--- src/rtl/guess_entry_if.sv ---
// Guess handshake bundle between the switch-entry stage and the comparator.
// The producer drives guess/guess_valid and the consumer answers with guess_ready.
interface guess_entry_if;
    logic [7:0] guess;
    logic       guess_valid;
    logic       guess_ready;

    modport master (
        output guess,
        output guess_valid,
        input  guess_ready
    );

    modport slave (
        input  guess,
        input  guess_valid,
        output guess_ready
    );
endinterface

--- src/rtl/guess_entry.sv ---
// Switch-bank conditioning: two-flop synchroniser, debouncer, and a valid/ready
// offer of each newly settled value, with a saturating count of accepted guesses.
module guess_entry #(
    parameter int DEBOUNCE_CYCLES = 1024
) (
    input  logic                 clk,
    input  logic                 rst,
    input  logic [7:0]           sw_in,
    guess_entry_if.master        gif,
    output logic                 settling,
    output logic [3:0]           tries,
    output logic                 tries_sat
);

    localparam logic [15:0] DEB_LIMIT = 16'(DEBOUNCE_CYCLES);

    typedef enum logic [0:0] {
        IDLE  = 1'b0,
        OFFER = 1'b1
    } state_t;

    logic [7:0]  sync1_r;
    logic [7:0]  sync2_r;
    logic [7:0]  cand_r;
    logic [7:0]  cand_s;
    logic [15:0] cnt_r;
    logic [15:0] cnt_s;
    logic        settling_r;
    logic        stable_s;

    state_t      state_r;
    state_t      state_s;
    logic [7:0]  guess_r;
    logic [7:0]  guess_s;
    logic        guess_valid_r;
    logic        guess_valid_s;
    logic [7:0]  last_r;
    logic [7:0]  last_s;
    logic        last_valid_r;
    logic        last_valid_s;
    logic [3:0]  tries_r;
    logic [3:0]  tries_s;
    logic        tries_sat_r;
    logic        acc_r;
    logic        acc_s;

    assign stable_s = (cnt_r == DEB_LIMIT);

    // Debounce next-state: restart on any change, otherwise count up to the limit.
    always_comb begin
        cand_s = cand_r;
        cnt_s  = cnt_r;
        if (sync2_r != cand_r) begin
            cand_s = sync2_r;
            cnt_s  = 16'd0;
        end else if (cnt_r != DEB_LIMIT) begin
            cnt_s = cnt_r + 16'd1;
        end else begin
            cnt_s = cnt_r;
        end
    end

    // Synchroniser and debouncer registers.
    always_ff @(posedge clk) begin
        if (rst) begin
            sync1_r    <= 8'd0;
            sync2_r    <= 8'd0;
            cand_r     <= 8'd0;
            cnt_r      <= 16'd0;
            settling_r <= 1'b1;
        end else begin
            sync1_r    <= sw_in;
            sync2_r    <= sync1_r;
            cand_r     <= cand_s;
            cnt_r      <= cnt_s;
            settling_r <= (cnt_s != DEB_LIMIT);
        end
    end

    // Offer FSM next-state and datapath; acc_s blocks an offer on the cycle right after an acceptance.
    always_comb begin
        state_s       = state_r;
        guess_s       = guess_r;
        guess_valid_s = guess_valid_r;
        last_s        = last_r;
        last_valid_s  = last_valid_r;
        tries_s       = tries_r;
        acc_s         = 1'b0;
        case (state_r)
            IDLE: begin
                if (!acc_r && stable_s && (!last_valid_r || (cand_r != last_r))) begin
                    state_s       = OFFER;
                    guess_s       = cand_r;
                    guess_valid_s = 1'b1;
                end else begin
                    state_s = IDLE;
                end
            end
            OFFER: begin
                if (guess_valid_r && gif.guess_ready) begin
                    state_s       = IDLE;
                    guess_valid_s = 1'b0;
                    last_s        = guess_r;
                    last_valid_s  = 1'b1;
                    acc_s         = 1'b1;
                    if (tries_r != 4'd15) begin
                        tries_s = tries_r + 4'd1;
                    end else begin
                        tries_s = tries_r;
                    end
                end else begin
                    state_s = OFFER;
                end
            end
            default: begin
                state_s       = IDLE;
                guess_valid_s = 1'b0;
            end
        endcase
    end

    // Offer FSM state and output registers.
    always_ff @(posedge clk) begin
        if (rst) begin
            state_r       <= IDLE;
            guess_r       <= 8'd0;
            guess_valid_r <= 1'b0;
            last_r        <= 8'd0;
            last_valid_r  <= 1'b0;
            tries_r       <= 4'd0;
            tries_sat_r   <= 1'b0;
            acc_r         <= 1'b0;
        end else begin
            state_r       <= state_s;
            guess_r       <= guess_s;
            guess_valid_r <= guess_valid_s;
            last_r        <= last_s;
            last_valid_r  <= last_valid_s;
            tries_r       <= tries_s;
            tries_sat_r   <= (tries_s == 4'd15);
            acc_r         <= acc_s;
        end
    end

    assign gif.guess       = guess_r;
    assign gif.guess_valid = guess_valid_r;
    assign settling        = settling_r;
    assign tries           = tries_r;
    assign tries_sat       = tries_sat_r;

endmodule
--- src/flat_wrapper.sv ---
// flat-port wrapper written by rule: the top's interface ports become plain ports
module guess_entry_flat 
#(
    parameter int DEBOUNCE_CYCLES = 1024
)
  (clk, rst, sw_in, settling, tries, tries_sat, gif_guess, gif_guess_valid, gif_guess_ready);
  guess_entry_if gif_i ();
  input  logic clk;
  input  logic rst;
  input  logic [7:0] sw_in;
  output logic settling;
  output logic [3:0] tries;
  output logic tries_sat;
  output wire logic [$bits(gif_i.guess)-1:0] gif_guess;
  output wire logic [$bits(gif_i.guess_valid)-1:0] gif_guess_valid;
  input wire logic [$bits(gif_i.guess_ready)-1:0] gif_guess_ready;
  assign gif_guess = gif_i.guess;
  assign gif_guess_valid = gif_i.guess_valid;
  assign gif_i.guess_ready = gif_guess_ready;
  guess_entry #(.DEBOUNCE_CYCLES(DEBOUNCE_CYCLES)) u_core (.clk(clk), .rst(rst), .sw_in(sw_in), .gif(gif_i), .settling(settling), .tries(tries), .tries_sat(tries_sat));
endmodule
--- config.mk ---
export PLATFORM = sky130hd
export DESIGN_NAME = guess_entry_flat
export DESIGN_NICKNAME = d
export VERILOG_FILES = /design/src/rtl/guess_entry_if.sv /design/src/rtl/guess_entry.sv /design/src/flat_wrapper.sv
export SDC_FILE = /design/constraint.sdc
export NUM_CORES = 1
export LEC_CHECK = 0
export ABC_AREA = 1
export BUFFER_PORTS_ARGS = -buffer_cell sky130_fd_sc_hd__clkbuf_2
export CORE_MARGIN = 4
export CORE_UTILIZATION = 63
export CTS_BUF_LIST = sky130_fd_sc_hd__clkbuf_4 sky130_fd_sc_hd__clkbuf_8 sky130_fd_sc_hd__clkbuf_16
export CTS_CLUSTER_DIAMETER = 120
export CTS_CLUSTER_SIZE = 25
export DETAILED_ROUTE_END_ITERATION = 12
export PLACE_DENSITY = 0.84
export REMOVE_ABC_BUFFERS = 1
export SKIP_CTS_REPAIR_TIMING = 1
export SYNTH_ARGS = -nofsm -noshare
export SYNTH_HDL_FRONTEND = slang
export SYNTH_SLANG_ARGS = --single-unit
--- constraint.sdc ---
create_clock -name clk -period 2.4 [get_ports clk]
set_input_delay 0.36 -clock clk [delete_from_list [all_inputs] [get_ports clk]]
set_output_delay 0.36 -clock clk [all_outputs]
set_load 0.01 [all_outputs]
==> results.toml <==
[critical_path]
cp.arrival_ns = 2.07
crit_buf_inv = 1
worst-path-stages = 9
cp.required_ns = 2.59
critPathLaunchType = "flop"
rr_worst_depth = 9
worst_setup_path_end_kind = "flop"
cp_cell_sequence = "inv_2 > nor2_2 > nand2_1 > nor2_2 > nand2_2 > nor3_4 > nand2_4 > nor2_1 > nor3_1"
path_common_cell = "nor2_2"
path_class = "reg -> reg"
cp_max_fo = 10
cpPeakStageDelay_ns = 0.42
crit_family = "simple AND/OR/NAND/NOR gates"
cpMaxStageDelayCell = "dfxtp_1"

[grt]
grt.met1_usage_pct = 26.07
grt_pass1_wl_um = 9749
use_met3_pct = 7.343
grt_pass1_vias = 2311
busiest_layer = "met2"
grtUsageMet2_pct = 38.30
grt_overflow = 0
grt_max_degree = 33
antenna_found_initial = 0
grt_usage_pct = 23.22

[synth]
synth_edf_count = 0
postSynth.asyncResetShare_pct = 0
synth.top_cell.area_share_pct = 46.40
synth.cell_area_mm2 = 0.002848
yosys.area.top_type = "dfxtp_1"
synthTopCellsByCount = "nand2_1, nor2_1, dfxtp_1"
synth.distinct_cells = 32
avgSynthCellArea_um2 = 7.119
seq_area_frac_synth_pct = 46.40
synth_area_leaders = "dfxtp_1, nand2_1, nor2_1"
ys_ff_latch = 66
synth.most_common_cell = "nand2_1"
yosysWarnings = 0
syn_inst = 400
ys.flop_type = "dfxtp_1"

[detailed_routing]
drtPass1Iterations = 5
route.detailed.drc = 0
num_vias = 2548
ant_nets = 0
vias_per_cell = 5.275
first_iter_violations = 165
wl_per_cell_um = 12.31
drt-total-wl_um = 5946

[cells_and_area]
antennaDiodeCount = 0
nets = 441
syn_to_final_growth_pct = 11.99
fin_area_mm2 = 0.003189
drive_gt1_share_pct = 14.85

[placement]
routabilityCongestion = 0.8641
post-dp-hpwl_um = 4004
io_buffers = 25
postPlaceCellArea_mm2 = 0.002997

[cts]
cts_tree = "yes"
path_clk_slew_ns = 0.07
cts_made_buffers = 9
insertion_delay_ns = 0.34
clock_sinks = 66
clock_path_buffers = 2
htree_levels = 3
cts_root_buf = "clkbuf_8"

[timing]
rsz0062_at_grt = "no"
finalSetupTns_ns = 0
fin_crit_sh_pct = 77.99
setup_viol = 0
period_needed_ns = 1.872
max_slew.worst_pin.slew_ns = 0.5460
clock.fmax_mhz = 534.3
skew_ns = 0.006563
hold_viol_final = 0
slew_violations = 0
maxSlewHeadroom_pct = 63.60

[floorplanning]
start_util_pct = 65.40
num_rows = 24
ios = 26
die_h_um = 75.23
core-area_mm2 = 0.004354
die_area_mm2 = 0.005660
die_w_um = 75.23

[run]
drv_cap = 0

[worst_hold_path]
holdPathStages = 3
min_path_type = "in -> reg"

[power_and_ir_drop]
powerDensity_mw_per_mm2 = 668.8
vdd_drop_max_v = 0.0004945
total_leakage_power_nw = 1.470

[status]
status = "completed"
worst min-delay path, stage by stage:
cell and delay [ns]:
clkbuf_2 0.08, inv_1 0.04, nor2_1 0.03
state kept, by name (all words and copies together) (netlist names):
register and cells:
u_core.sync2_r 8, u_core.acc_r 1, u_core.state_r 1, u_core.gif.guess_valid 1
u_core.gif.guess 8, u_core.tries 4, u_core.settling 1, u_core.tries_sat 1
u_core.cand_r 8, u_core.last_r 8, u_core.last_valid_r 1, u_core.cnt_r 16
u_core.sync1_r 8
power by group:
group | internal [mW] | total (mW) | switching (mW)
sequential | 1.11 | 1.12 | 0.0106
clock | 0.522 | 0.914 | 0.392
combinational | 0.0304 | 0.0949 | 0.0645
total | 1.67 | 2.13 | 0.467
layout by cell type (no fill, tap or decap), drive strengths merged:
master | Yosys | routed
a31oi | 1 | 1
nand3b | 1 | 1
dfxtp | 66 | 66
o21bai | 1 | 1
buf | 3 | 1
inv | 66 | 66
bufinv | 0 | 1
o21a | 1 | 1
clkbuf | 7 | 37
a21oi | 18 | 18
nor3 | 14 | 14
nor2 | 82 | 82
or2 | 4 | 4
xor2 | 3 | 3
ha | 3 | 3
o211ai | 2 | 2
nand4 | 6 | 6
o21ai | 13 | 13
clkinv | 0 | 2
nor4 | 1 | 1
o22ai | 3 | 3
nand3 | 29 | 29
nand2 | 76 | 76
logic make-up (layout without fill, tap and decap cells):
| family | count (synthesis) | count (layout) | synth area share (%) |
|---|---|---|---|
| simple gates | 213 | 213 | 33.30 |
| fa+ha+maj | 3 | 3 | 1.318 |
| xor+xnor | 3 | 3 | 0.9228 |
| buf+inv | 76 | 107 | 10.41 |
| flops | 66 | 66 | 46.40 |
| compound gates | 39 | 39 | 7.645 |
metrics by stage:
| stage | setup slack, ns | std cells | hold WS [ns] | utilization, % | total power [mW] |
|---|---|---|---|---|---|
| after floorplan | 0.8580 | 390 | 0.3883 | - | 1.202 |
| after global placement | 0.6247 | 468 | 0.3899 | 68.82 | 1.238 |
| after detailed placement | 0.5981 | 468 | 0.3952 | 68.82 | 1.242 |
| after CTS | 0.5510 | 483 | 0.1940 | 73.25 | 2.149 |
| after global routing | 0.3116 | 483 | 0.2017 | 73.25 | 2.218 |
| final | 0.5283 | 483 | 0.2096 | 73.25 | 2.133 |
area by class of cell:
type | instances | area, um^2
multi-input combinational | 258 | 1230
timing repair buffer | 26 | 132.6
clock inverter | 3 | 40.04
clock buffer | 12 | 152.6
fill | 336 | 1165
sequential | 66 | 1321
inverter | 66 | 247.7
tap | 52 | 65.06
metal layers:
| metal | vias up | part of all wire [%] |
|---|---|---|
| met5 | - | 0 |
| met4 | 0 | 2.8 |
| met3 | 17 | 6.6 |
| met2 | 108 | 48 |
| met1 | 1128 | 43 |
| li1 | 1295 | - |
final timing paths:
path                                   startpoint             endpoint  slack [ns]
worst max register to register   u_core.cnt_r[10]  u_core.gif.guess[7]        0.53
worst min-delay path                     sw_in[3]    u_core.sync1_r[3]        0.21
worst min register to register  u_core.sync1_r[2]    u_core.sync2_r[2]        0.40
worst max-delay path             u_core.cnt_r[10]  u_core.gif.guess[7]        0.53
No activity file was read; power rests on OpenSTA's default activity.
